## src/rtl/key_tone_gen.sv

```systemverilog
// key_tone_gen: samples piano-key levels, priority-encodes the lowest pressed
// key, looks up its half-period from an elaboration-time table and produces a
// square-wave tone by counting system clock cycles.
//
// state | meaning
// ------+---------------------------------------------------------------
// IDLE  | no tone, counter parked at 0, waiting for a held key
// RUN   | key held, tone toggles every half_sel cycles
// TAIL  | key released during a high phase, finishing that phase
module key_tone_gen #(
  parameter int NUM_KEYS = 12,
  parameter int BASE_KEY = 40,
  parameter int CLK_HZ   = 50_000_000,
  parameter int CNT_W    = 20,
  parameter int KEY_W    = 7
) (
  input  logic                clock_i,
  input  logic                reset_i,
  input  logic [NUM_KEYS-1:0] keys_i,
  input  logic [1:0]          oct_i,
  output logic                key_valid_o,
  output logic [KEY_W-1:0]    key_num_o,
  output logic                note_on_o,
  output logic                note_off_o,
  output logic                tone_o,
  output logic                busy_o
);

  localparam int IDX_W = (NUM_KEYS > 1) ? $clog2(NUM_KEYS) : 1;
  localparam logic [CNT_W-1:0] HALF_MAX = '1;
  localparam logic [CNT_W-1:0] HALF_MIN = CNT_W'(2);

  // Equal-tempered half-periods in clock cycles, one CNT_W field per key.
  // Real arithmetic lives only here and is folded away at elaboration.
  function automatic logic [NUM_KEYS*CNT_W-1:0] build_half_tbl();
    logic [NUM_KEYS*CNT_W-1:0] tbl;
    real freq;
    real half;
    real max_v;
    tbl   = '0;
    max_v = (2.0 ** CNT_W) - 1.0;
    for (int i = 0; i < NUM_KEYS; i++) begin
      freq = 440.0 * (2.0 ** ($itor(BASE_KEY + i - 49) / 12.0));
      half = ($itor(CLK_HZ) / (2.0 * freq)) + 0.5;
      if (half > max_v) half = max_v;
      if (half < 2.0) half = 2.0;
      tbl[i*CNT_W +: CNT_W] = CNT_W'($rtoi(half));
    end
    return tbl;
  endfunction

  localparam logic [NUM_KEYS*CNT_W-1:0] HALF_TBL = build_half_tbl();

  typedef enum logic [1:0] {
    S_IDLE = 2'd0,
    S_RUN  = 2'd1,
    S_TAIL = 2'd2
  } state_t;

  logic [NUM_KEYS-1:0] keys_q;
  logic                any_d;
  logic [IDX_W-1:0]    sel_d;
  logic [CNT_W-1:0]    tbl_entry;
  logic [CNT_W-1:0]    shifted;
  logic [CNT_W-1:0]    half_sel_d;

  logic                key_valid_q;
  logic [KEY_W-1:0]    key_num_q;
  logic [CNT_W-1:0]    half_sel_q;
  logic                note_on_q;
  logic                note_off_q;

  state_t              state_q, state_d;
  logic [CNT_W-1:0]    cnt_q, cnt_d;
  logic                tone_q, tone_d;
  logic [CNT_W-1:0]    reload;
  logic                cnt_zero;

  // Stage 1: bring the asynchronous key levels into the clock domain.
  always_ff @(posedge clock_i) begin
    if (reset_i) keys_q <= '0;
    else         keys_q <= keys_i;
  end

  // Priority encoder: scanning downwards lets the lowest pressed key win.
  always_comb begin
    any_d = 1'b0;
    sel_d = '0;
    for (int i = NUM_KEYS - 1; i >= 0; i--) begin
      if (keys_q[i]) begin
        any_d = 1'b1;
        sel_d = IDX_W'(i);
      end
    end
  end

  // Octave shift of the table entry; the upward shift saturates rather than wraps.
  always_comb begin
    tbl_entry = HALF_TBL[int'(sel_d)*CNT_W +: CNT_W];
    case (oct_i)
      2'd1:    shifted = tbl_entry >> 1;
      2'd2:    shifted = tbl_entry >> 2;
      2'd3:    shifted = tbl_entry[CNT_W-1] ? HALF_MAX : (tbl_entry << 1);
      default: shifted = tbl_entry;
    endcase
    half_sel_d = (shifted < HALF_MIN) ? HALF_MIN : shifted;
  end

  // Stage 2: registered key state and note edge pulses; key_num/half_sel hold on release.
  always_ff @(posedge clock_i) begin
    if (reset_i) begin
      key_valid_q <= 1'b0;
      key_num_q   <= '0;
      half_sel_q  <= HALF_MIN;
      note_on_q   <= 1'b0;
      note_off_q  <= 1'b0;
    end else begin
      key_valid_q <= any_d;
      note_on_q   <= any_d & ~key_valid_q;
      note_off_q  <= ~any_d & key_valid_q;
      if (any_d) begin
        key_num_q  <= KEY_W'(BASE_KEY) + KEY_W'(sel_d);
        half_sel_q <= half_sel_d;
      end
    end
  end

  // Tone FSM state, half-period down-counter and tone register.
  always_ff @(posedge clock_i) begin
    if (reset_i) begin
      state_q <= S_IDLE;
      cnt_q   <= '0;
      tone_q  <= 1'b0;
    end else begin
      state_q <= state_d;
      cnt_q   <= cnt_d;
      tone_q  <= tone_d;
    end
  end

  // Next state: reload only at terminal count, so pitch changes land on a phase boundary.
  always_comb begin
    state_d  = state_q;
    cnt_d    = cnt_q;
    tone_d   = tone_q;
    reload   = half_sel_q - CNT_W'(1);
    cnt_zero = (cnt_q == '0);
    case (state_q)
      S_IDLE: begin
        tone_d = 1'b0;
        cnt_d  = '0;
        if (key_valid_q) begin
          state_d = S_RUN;
          tone_d  = 1'b1;
          cnt_d   = reload;
        end
      end
      S_RUN: begin
        if (!key_valid_q) begin
          if (!tone_q || cnt_zero) begin
            state_d = S_IDLE;
            tone_d  = 1'b0;
            cnt_d   = '0;
          end else begin
            state_d = S_TAIL;
            cnt_d   = cnt_q - CNT_W'(1);
          end
        end else if (cnt_zero) begin
          tone_d = ~tone_q;
          cnt_d  = reload;
        end else begin
          cnt_d = cnt_q - CNT_W'(1);
        end
      end
      S_TAIL: begin
        if (key_valid_q) begin
          // Re-press: resume running on the same phase without restarting it.
          state_d = S_RUN;
          if (cnt_zero) begin
            tone_d = ~tone_q;
            cnt_d  = reload;
          end else begin
            cnt_d = cnt_q - CNT_W'(1);
          end
        end else if (cnt_zero) begin
          state_d = S_IDLE;
          tone_d  = 1'b0;
          cnt_d   = '0;
        end else begin
          cnt_d = cnt_q - CNT_W'(1);
        end
      end
      default: begin
        state_d = S_IDLE;
        tone_d  = 1'b0;
        cnt_d   = '0;
      end
    endcase
  end

  assign key_valid_o = key_valid_q;
  assign key_num_o   = key_num_q;
  assign note_on_o   = note_on_q;
  assign note_off_o  = note_off_q;
  assign tone_o      = tone_q;
  assign busy_o      = (state_q != S_IDLE);

endmodule
```

## config.mk

```make
export PLATFORM = sky130hd
export DESIGN_NAME = key_tone_gen
export DESIGN_NICKNAME = d
export VERILOG_FILES = /design/src/rtl/key_tone_gen.sv
export SDC_FILE = /design/constraint.sdc
export NUM_CORES = 1
export LEC_CHECK = 0
export CORE_MARGIN = 2
export CORE_UTILIZATION = 33
export CTS_BUF_LIST = sky130_fd_sc_hd__clkbuf_16
export DETAILED_ROUTE_END_ITERATION = 10
export SLEW_MARGIN = 20
export SYNTH_ARGS = -nofsm -noshare
export SYNTH_HDL_FRONTEND = slang
export SYNTH_SLANG_ARGS = --single-unit
export TNS_END_PERCENT = 100
```

## constraint.sdc

```tcl
create_clock -name clock_i -period 6.6 [get_ports clock_i]
set_clock_uncertainty 0.1 [all_clocks]
set_input_delay 1.32 -clock clock_i [delete_from_list [all_inputs] [get_ports clock_i]]
set_output_delay 1.32 -clock clock_i [all_outputs]
set_load 0.02 [all_outputs]
```

==> run summary, run 1 <==
Setup repair after global routing left no endpoint under its margin. The clock latency of the later-clocked register in the worst-skew pair came out at 0.33 ns. The number of vias in the routed layout came out at 3633. The weighted congestion at the end of routability-driven global placement came out at 0.883. On the critical path, the stage with the largest delay is an instance of clkdlybuf4s50_1. Among all flip-flop cells after synthesis, the most frequent one is dfxtp_1.

The clock-pin slew reported for the worst setup and hold paths after clock tree synthesis came out at 0.05 ns. Traced cell by cell, the critical path runs through clkdlybuf4s50_1, clkinv_1, o32ai_1, a211oi_1, a2111oi_2. Counting the buffers created by CTS gives 9.

The time the worst path needs with I/O delays and setup came out at 3.89 ns. The overflow left after global routing is 0. The number of I/O pins came out at 28. The class of the most critical hold timing path is reg2reg.

The number of standard cells in the final layout excluding fillers came out at 657. The post-route clock period utilization is 0.590. Adding up every negative setup slack in the final design gives 0 ns. The detailed placement HPWL is 7.74 mm. The number of routed nets with antenna violations is 0. The final routed wire length divided by cell count came out at 15.9 um. The synthesized design contains 62 register bits. The power per standard cell area came out at 284 nW/um^2. The final-report max-slew violation count came to 0.

The analysis attributes to cell leakage a power of 1.83 nW. The highest achievable clock rate came out at 257 MHz. The synthesized netlist contains 75 unique library cells. Buffers added to address setup during post-CTS repair amount to 0.

The required time of the critical path is 6.73 ns. The count of instances resized after the clock tree is built is 0. The placeable core region is 12000 sq um. The global-route wire length before repair is 17.6 mm.

The share of flip-flops with an asynchronous set or reset after synthesis is 0. The gate count after technology mapping came out at 495. For the worst setup path, the data arrival time is 4.02 ns.

The stage delay of the slowest cell on the critical path came out at 1.10 ns. The die extent in x came out at 115 um. The slew at the pin with the worst max-slew slack is 1.02 ns.

The number of buffers between clock root and the deepest sink is 2. The total number of nets in the final design is 535. The synthesized area divided by synthesized cell count is 8.15 sq um. In this run the worst path has a maximum fanout of 29. The number of flops mapped to enable cells by yosys is 0. The total instance count after detailed placement is 641. The maximum number of pins on one net before global-route repair is 34. The area growth from synthesis to layout is 14.7%.

The flow ran to the end, and the final reports show no timing, DRC or antenna violations. TritonCTS built the clock tree. The root buffer cell chosen for the clock tree is clkbuf_16. In this run the cell area of the synthesized design comes to 4040 sq um. The relative slew slack is 0.316. Setup violations remaining at the end of the flow were counted as 0. The startpoint kind of the worst setup timing path is a primary input. The standard-cell row count came out at 40.

The most common cell after layout, fill and taps aside is dfxtp_1. The number of max-cap violations is 0. The iteration count of the initial detailed-routing pass is 4. For this run, the register share of the synthesized area comes to 0.308. The clock sink count is 62.

The initial antenna violation count is 0. The overall global routing resource usage came out at 0.169. The wire length after detailed routing came out at 10.4 mm.

The net count after synthesis is 525. Yosys printed 0 warnings. The number of global-route vias before repair is 3577. The critical path in this run is classified as in2reg. Across the VDD grid, the largest voltage drop is 144 uV. The number of buffer cells added on primary ports came out at 26. The y dimension of the die is 115 um. The library cells used most frequently in the layout, excluding fill and tap cells, are dfxtp_1, nor2_1, nand2_1, a21oi_1, clkdlybuf4s50_1. The antenna diode count came out at 0. The detailed-route DRC error count came out at 0. Dividing the detail-routed via count by the number of cells gives 5.53. The die covers 13100 sq um. The count of hold buffers inserted by post-cts repair came out at 0.

STA classifies the critical path endpoint as a flop. The share of cells above drive strength 1 is 0.0843. The H-tree depth came out at 3. The count of routing violations after the opening detailed-route iteration is 202. The starting density of the core is 0.337.

The final hold violation count came out at 0.
## sequential cells by signal, indices dropped and copies added (netlist names)
register and count:
note_off_o 1, half_sel_q 18, key_valid_o 1, cnt_q 20, note_on_o 1, tone_o 1
key_num_o 6, keys_q 12, state_q 2
## area by class of cell
class / count / area, sq um
Fill cell: 1193 / 7330
Timing Repair Buffer: 27 / 268
Clock buffer: 9 / 225
Tap cell: 147 / 184
Inverter: 18 / 67.6
Sequential cell: 62 / 1240
Multi-Input combinational cell: 387 / 2590
Clock inverter: 7 / 56.3
## power by group
group | leakage (nW) | internal (W) | switching [W]
Combinational | 1.17 | 0.000174 | 0.000239
Clock | 0.145 | 0.000286 | 0.000163
Sequential | 0.512 | 0.000410 | 0.0000420
Total | 1.83 | 0.000870 | 0.000444
## worst paths after layout
kind,startpoint,end,slack (ns),depth (start not counted)
min,key_num_o[1],key_num_o[1],0.36,2
min reg2reg,key_num_o[1],key_num_o[1],0.36,2
max,oct_i[1],half_sel_q[13],2.71,5
max reg2reg,keys_q[10],half_sel_q[5],3.15,6
## metrics by stage
step                cell area [sq um]  hold slack (ns)  power, W  setup slack [ns]   util
global route                     4630            0.381   0.00139              2.45  0.387
global placement                 4350            0.350  0.000860              2.52  0.363
detailed placement               4350            0.355  0.000868              2.43  0.363
floorplan                        4040            0.360  0.000778              3.81      -
finish                           4630            0.361   0.00131              2.71  0.387
CTS                              4630            0.366   0.00132              2.76  0.387
## logic make-up (layout without fill, tap and decap cells)
| family | Yosys count | count (layout) | synth area share |
|---|---|---|---|
| muxes | 5 | 5 | 0.0127 |
| DFF | 62 | 62 | 0.308 |
| buffers and inverters | 46 | 61 | 0.0518 |
| adders and majority gates | 14 | 14 | 0.0434 |
| AOI/OAI and AO/OA | 138 | 138 | 0.246 |
| other | 1 | 1 | 0.000929 |
| xor gates and xnor gates | 31 | 31 | 0.0673 |
| and+or+nand+nor | 198 | 198 | 0.271 |
## critical path: cells and delay by family
family                 cells  cell delay, ns
buffers and inverters      2            1.79
AOI/OAI and AO/OA          3            0.89
## layer usage
metal,global-route usage,vias up,part of all wire
met3,0.0381,8,0.032
met5,0,-,0
met1,0.202,1738,0.45
met2,0.298,64,0.51
met4,0.0537,0,0.0099
li1,-,1823,-
## synth_stat cells, types with 9 or more instances
master	n	area share
a21oi_1	30	0.037
a22oi_1	17	0.032
clkbuf_1	17	0.016
dfxtp_1	62	0.31
ha_1	14	0.043
inv_1	17	0.016
nand2_1	47	0.044
nand3_1	10	0.012
nor2_1	58	0.054
nor2b_1	15	0.023
nor3_1	13	0.016
nor4_1	9	0.014
o21ai_0	14	0.017
xor2_1	24	0.052
Power figures use the tool's default switching activity.
==> inputs of run 2 (changes only) <==
==> constraint.sdc (replaced) <==
create_clock -name clock_i -period 3.52 [get_ports clock_i]
set_clock_uncertainty 0.1 [all_clocks]
set_input_delay 0.704 -clock clock_i [delete_from_list [all_inputs] [get_ports clock_i]]
set_output_delay 0.704 -clock clock_i [all_outputs]
set_load 0.02 [all_outputs]
==> run 2 against run 1 <==
  * Die area did not move
  * Setup slack worse by 2.4 ns
  * Combinational power rose by 91%
  * Wire length increased by 3.1%
  * Clock-buffer cell count unchanged
  * Clock power increased by 90%
  * Core utilization grew 0.76 points
  * Sequential share of layout area decreased by 0.52 points
  * Final cell count increased by 1.8%
  * Register-to-register slack got worse by 2.8 ns
  * Worst hold slack gained 0.0023 ns
  * Largest cell class unchanged
==> run summary, run 2 (synthesis gave the netlist of run 1 again) <==
The flow ran to the end, and the final reports show no timing, DRC or antenna violations. The setup-violating endpoint count in the final report is 0 (unchanged). The relative slew slack is 0.535 (+0.219). The worst ir drop on vdd is 221 uV (+53%).

The aggregate negative setup slack is 0 ns (unchanged). The initial antenna violation count came to 0 (unchanged). The critical path is of the reg2reg type.

The count of routing violations after the opening detailed-route iteration came out at 343 (+70%). The count of hold buffers inserted by post-cts repair was 0 (unchanged). The time the worst path needs with I/O delays and setup is 3.19 ns. The worst hold path begins at key_num_o[1]. The number of standard cells in the final layout excluding fillers came out at 669 (+1.8%). The iteration count of the initial detailed-routing pass came out at 5 (+1).

The count of instances resized after the clock tree is built came to 0 (unchanged). The clock sink count is 62 (unchanged). The number of buffers inserted to repair setup after CTS came to 0 (unchanged). The standby leakage power is 1.89 nW (+3.0%). The number of flip-flops in the largest register was 20 (unchanged). The worst reg2reg path startpoint is cnt_q[0].

The worst setup path is captured at a flop. The total number of nets in the final design was 547 (+2.2%). The total instance count after detailed placement is 653 (+1.9%). The final hold violation count is 0 (unchanged). Leaving out fill and tap cells, the most frequent cells in the layout are dfxtp_1, nor2_1, nand2_1, a21oi_1, clkdlybuf4s50_1. The number of clock buffers inserted by TritonCTS came to 9 (unchanged). The slew at the pin with the worst max-slew slack came out at 0.694 ns (-0.328 ns).

The starting density of the core is 0.337 (unchanged). The maximum fanout encountered on the critical timing path was 19 (-34%). TritonCTS built the clock tree.

The share of cells above drive strength 1 is 0.103 (+0.0191). The largest registers in the layout are cnt_q (20), half_sel_q (18), keys_q (12). The slack of the worst reg-to-reg path came out at 0.33 ns (-2.82 ns). The overall global routing resource usage is 0.172 (+0.00313). The count of cells along the worst hold path came out at 2 (unchanged). The number of I/O pins is 28 (unchanged).

The required time of the critical path is 3.65 ns (-3.08 ns). The placeable core region is 12000 sq um (unchanged). The die extent in x came out at 115 um (unchanged).

The worst setup slack after placement came to 0.309 ns (-2.12 ns). The register with the most flip-flops in the final layout is cnt_q. The number of routed nets with antenna violations is 0 (unchanged). The antenna diode count came to 0 (unchanged). The number of max-cap violations came out at 0 (unchanged). The wire length after detailed routing is 10.7 mm (+3.1%). The tree is rooted in a clkbuf_16. The die area came to 13100 sq um (unchanged). The detailed-route DRC error count is 0 (unchanged).

The signal arrival time at the worst endpoint is 3.31 ns (-0.71 ns). The worst path setup slack after routing was 0.333 ns (-2.37 ns). The power per standard cell area is 527 nW/um^2 (+86%). The overall power of the completed layout is 0.00249 W (+89%). The clock latency of the later-clocked register in the worst-skew pair came out at 0.34 ns (about the same). The post-detailed-route via-to-cell ratio came out at 5.57 (+0.69%).

The maximum number of pins on one net before global-route repair is 29 (-15%). The final routed wire length divided by cell count came to 16.1 um (+1.2%). The standard-cell row count is 40 (unchanged).

The class of the most critical hold timing path is reg2reg. The global-route wire length before repair came to 17.7 mm (+0.87%). The end of the worst hold path is key_num_o[1].

The detailed placement HPWL is 7.95 mm (+2.7%). Setup repair after global routing left no endpoint under its margin. For this run, the top clock speed supported by timing is 314 MHz. The number of global-route vias before repair is 3563 (-0.39%).

The final-report max-slew violation count is 0 (unchanged). The H-tree depth is 3 (unchanged). The number of buffers between clock root and the deepest sink is 2 (unchanged). The worst register-to-register path ends at cnt_q[0]. Dividing the final minimum period by the clock period gives 0.905.

The number of vias in the routed layout came out at 3725 (+2.5%). The worst reg2reg path depth was 11 (+5). The clock-pin slew reported for the worst setup and hold paths after clock tree synthesis is 0.05 ns (about the same).

The layout overhead on the synthesized area came out at 16.9%. The weighted congestion at the end of routability-driven global placement is 0.964 (+9.1%). The most common cell after layout, fill and taps aside is dfxtp_1. The y dimension of the die came to 115 um (unchanged).

The number of buffer cells added on primary ports is 26 (unchanged). The utilization after layout came out at 0.395 (+0.00764). The overflow left after global routing came to 0 (unchanged). STA classifies the critical path startpoint as a flop.
## run 2: per-stage QoR
stage,instance area (sq um),hold slack [ns]
floorplan,4040,0.360
detailed placement,4440,0.363
global placement,4440,0.366
finish,4720,0.363
global route,4720,0.383
CTS,4720,0.370
## run 2: how the worst max path moves through the flow
stage	slack, ns	endpoint	from	depth (start not counted)
after floorplan	0.73	half_sel_q[9]	keys_q[4]	11
after global placement	0.45	cnt_q[0]	cnt_q[0]	11
after detailed placement	0.31	cnt_q[0]	cnt_q[0]	11
after CTS	0.30	cnt_q[0]	cnt_q[0]	11
after global routing	0.10	cnt_q[0]	cnt_q[0]	11
final	0.33	cnt_q[0]	cnt_q[0]	11
## run 2: per-layer routing
metal,GRT usage,share of wire
met1,0.214,0.45
met5,0,0
met3,0.0402,0.048
met4,0.0740,0.028
met2,0.284,0.48
## run 2: cell type report
cell class	count	area [sq um]
Multi-Input combinational cell	387	2590
Clock buffer	9	225
Clock inverter	7	57.6
Timing Repair Buffer	39	358
Sequential cell	62	1240
Fill cell	1209	7240
Inverter	18	67.6
Tap cell	147	184
## run 2: critical path, cell delays in order (launching register included)
cell and delay (ns):
dfxtp_1 0.32, inv_1 0.09, ha_1 0.20, or4b_1 0.65, nor4_4 0.24, nand2_2 0.14
ha_1 0.25, nor2_1 0.12, a31oi_1 0.05, a22o_1 0.44, and2_4 0.27, o221a_1 0.21
## run 2: power by group
part,leakage (nW),switching (W),internal [W],total (W)
logic,1.23,0.000451,0.000337,0.000789
registers,0.512,0.0000776,0.000768,0.000846
clock network,0.143,0.000316,0.000536,0.000851
==> inputs of run 3 (changes only) <==
--- a/config.mk
+++ b/config.mk
@@ -6,9 +6,10 @@
 export NUM_CORES = 1
 export LEC_CHECK = 0
 export CORE_MARGIN = 2
-export CORE_UTILIZATION = 33
+export CORE_UTILIZATION = 54
 export CTS_BUF_LIST = sky130_fd_sc_hd__clkbuf_16
 export DETAILED_ROUTE_END_ITERATION = 10
+export PLACE_DENSITY = 0.77
 export SLEW_MARGIN = 20
 export SYNTH_ARGS = -nofsm -noshare
 export SYNTH_HDL_FRONTEND = slang
==> run 3 against run 2 <==
  * Clock-buffer cell count unchanged
  * Non-clock buffer count decreased by 5
  * Cell area shrank 1.9%
  * Sequential cell count did not move
  * Via count is 1.2% higher
  * Power up 0.53%
  * Global-route usage grew 9.3 points
  * Highest routed layer unchanged
  * Register-to-register slack worse by 0.03 ns
  * Setup slack got worse by 0.032 ns
  * Critical endpoint is now half_sel_q[13]
  * Clock power grew 1%
  * Core utilization rose by 24 points
==> run summary, run 3 (synthesis gave the netlist of run 1 again) <==
The tree is rooted in a clkbuf_16. The utilization after layout came to 0.638 (+0.244). The internal portion of total power is 0.00164 W (about the same).

The final routed wire length divided by cell count came out at 17.1 um (+6.8%). The slew at the pin with the worst max-slew slack is 0.791 ns (+0.0966 ns). TritonCTS built the clock tree. The starting density of the core came out at 0.556 (+0.219). The setup-violating endpoint count in the final report came to 0 (unchanged). The overall global routing resource usage was 0.264 (+0.0925). The switching share of power is 0.343 (+0.00308). The worst ir drop on vdd came out at 283 uV (+28%). The aggregate negative setup slack is 0 ns (unchanged). The count of routing violations after the opening detailed-route iteration is 263 (-23%).

The path class of the tightest hold or removal check is reg2reg. The required time of the critical path came to 3.62 ns (-0.03 ns). The clock power share is 0.346 (+0.004). The overflow left after global routing came to 0 (unchanged). The post-route clock period utilization came to 0.914 (+0.00895).

The run finished with clean final reports. The number of global-route vias before repair was 3767 (+5.7%). In this design, the critical path's most frequently occurring cell is inv_1. The number of buffers inserted to repair setup after CTS came to 0 (unchanged).

The clock latency of the later-clocked register in the worst-skew pair is 0.33 ns (about the same). The number of routed nets with antenna violations came out at 0 (unchanged). The iteration count of the initial detailed-routing pass came out at 5 (unchanged). The total net switching power is 0.000857 W (+1.4%).

STA classifies the critical path startpoint as a flop. The count of instances resized after the clock tree is built is 0 (unchanged). The number of I/O pins came to 28 (unchanged). The combinational fraction of design power is 0.315 (-0.002). The weighted congestion at the end of routability-driven global placement is 0.974 (+1.0%). The share of cells above drive strength 1 came out at 0.101 (-0.00287).

The library cell used most frequently in the layout, excluding fill and tap cells, is dfxtp_1. Setup repair after global routing left no endpoint under its margin. The detailed-route DRC error count is 0 (unchanged). The global-route wire length before repair is 17.7 mm (about the same). The placeable core region is 7250 sq um (-39%).

The y dimension of the die came out at 90.5 um (-21%). Ranked by flip-flop count, first place goes to cnt_q. The die area came out at 8180 sq um (-38%). For this design, the slowest cell found on the critical path is a221oi_1. The number of buffers between clock root and the deepest sink came to 2 (unchanged). The sequential power share was 0.339 (about the same).

The number of vias in the routed layout is 3768 (+1.2%). The maximum fanout encountered on the critical timing path came out at 7 (-12). The highest achievable clock rate is 311 MHz (-0.98%).

The number of flip-flops in the largest register is 20 (unchanged). The number of clock buffers inserted by TritonCTS is 9 (unchanged). The H-tree depth is 3 (unchanged).

Traced cell by cell, the critical path runs through inv_1, a221oi_1, nand3_1, nand2_1, inv_1, ha_1, nor2_1, a22oi_1, a211oi_1, a2111oi_2. The clock sink count is 62 (unchanged). The number of buffer cells added on primary ports is 26 (unchanged). The final hold violation count is 0 (unchanged). The stage delay of the slowest cell on the critical path is 0.55 ns (-0.10 ns). The number of max-cap violations is 0 (unchanged). The post-detailed-route via-to-cell ratio came out at 6.12 (+9.9%).

The signal arrival time at the worst endpoint was 3.31 ns (about the same). The initial antenna violation count came to 0 (unchanged). The die extent in x came to 90.5 um (-21%). The final-report max-slew violation count is 0 (unchanged). The layout overhead on the synthesized area came out at 14.7%. The count of hold buffers inserted by post-cts repair is 0 (unchanged). The total number of nets in the final design came out at 542 (-0.91%). The detailed placement HPWL was 7.41 mm (-6.7%). The standby leakage power came out at 1.86 nW (-1.5%). The standard-cell row count came out at 31 (-23%). The largest registers in the layout are cnt_q (20), half_sel_q (18), keys_q (12).

The maximum number of pins on one net before global-route repair came out at 29 (unchanged). The wire length after detailed routing came out at 10.6 mm (-1.7%). The clock-pin slew reported for the worst setup and hold paths after clock tree synthesis came out at 0.05 ns (about the same). The antenna diode count came out at 0 (unchanged). The overall power of the completed layout is 0.00250 W (+0.53%). The power per standard cell area came out at 540 nW/um^2 (+2.5%).

The worst setup path is of the reg2reg kind. STA classifies the critical path endpoint as a flop. Leaving out fill and tap cells, the most frequent cells in the layout are dfxtp_1, nor2_1, nand2_1, a21oi_1, clkdlybuf4s50_1. The relative slew slack came to 0.469 (-0.0663). The time the worst path needs with I/O delays and setup came out at 3.22 ns (+0.0315 ns).
run 3: final cells by class:
class	instances	area [sq um]
tap	99	124
clock inverter	7	66.3
multi-input combinational	387	2590
clock buffer	9	225
sequential	62	1240
fill	627	2620
inverter	18	67.6
timing repair buffer	34	320
run 3: worst paths after layout:
check	cells past startpoint	start	endpoint	slack, ns
hold / removal	2	key_num_o[0]	key_num_o[0]	0.38
hold reg to reg	2	key_num_o[0]	key_num_o[0]	0.38
setup reg to reg	10	keys_q[4]	half_sel_q[13]	0.30
setup / recovery	10	keys_q[4]	half_sel_q[13]	0.30
run 3: routing by layer:
layer,GRT usage,part of all wire
met5,0,0
met4,0.137,0.034
met3,0.0584,0.050
met2,0.452,0.49
met1,0.310,0.42
run 3: power by group through the flow:
stage	clock network [W]	registers [W]	logic, W
final	0.000863	0.000847	0.000788
after floorplan	0	0.000844	0.000615
after CTS	0.000873	0.000845	0.000778
after global routing	0.000909	0.000857	0.000866
after global placement	0	0.000855	0.000752
after detailed placement	0	0.000860	0.000768
run 3: critical path: cells and delay by family, from the launching register on:
kind / cells / cell delay [ns]
simple gates: 3 / 0.65
buf+inv: 2 / 0.23
flops: 1 / 0.47
fa+ha+maj: 1 / 0.24
compound gates: 4 / 1.40
run 3: stage by stage:
stage	std cells	worst slack (ns)	cell area (sq um)	hold WS [ns]
2_1_floorplan	495	0.729	4040	0.360
3_3_place_gp	600	0.428	4340	0.364
3_5_place_dp	600	0.298	4340	0.367
4_1_cts	616	0.295	4630	0.378
5_1_grt	616	0.0476	4630	0.420
6_report	616	0.301	4630	0.384
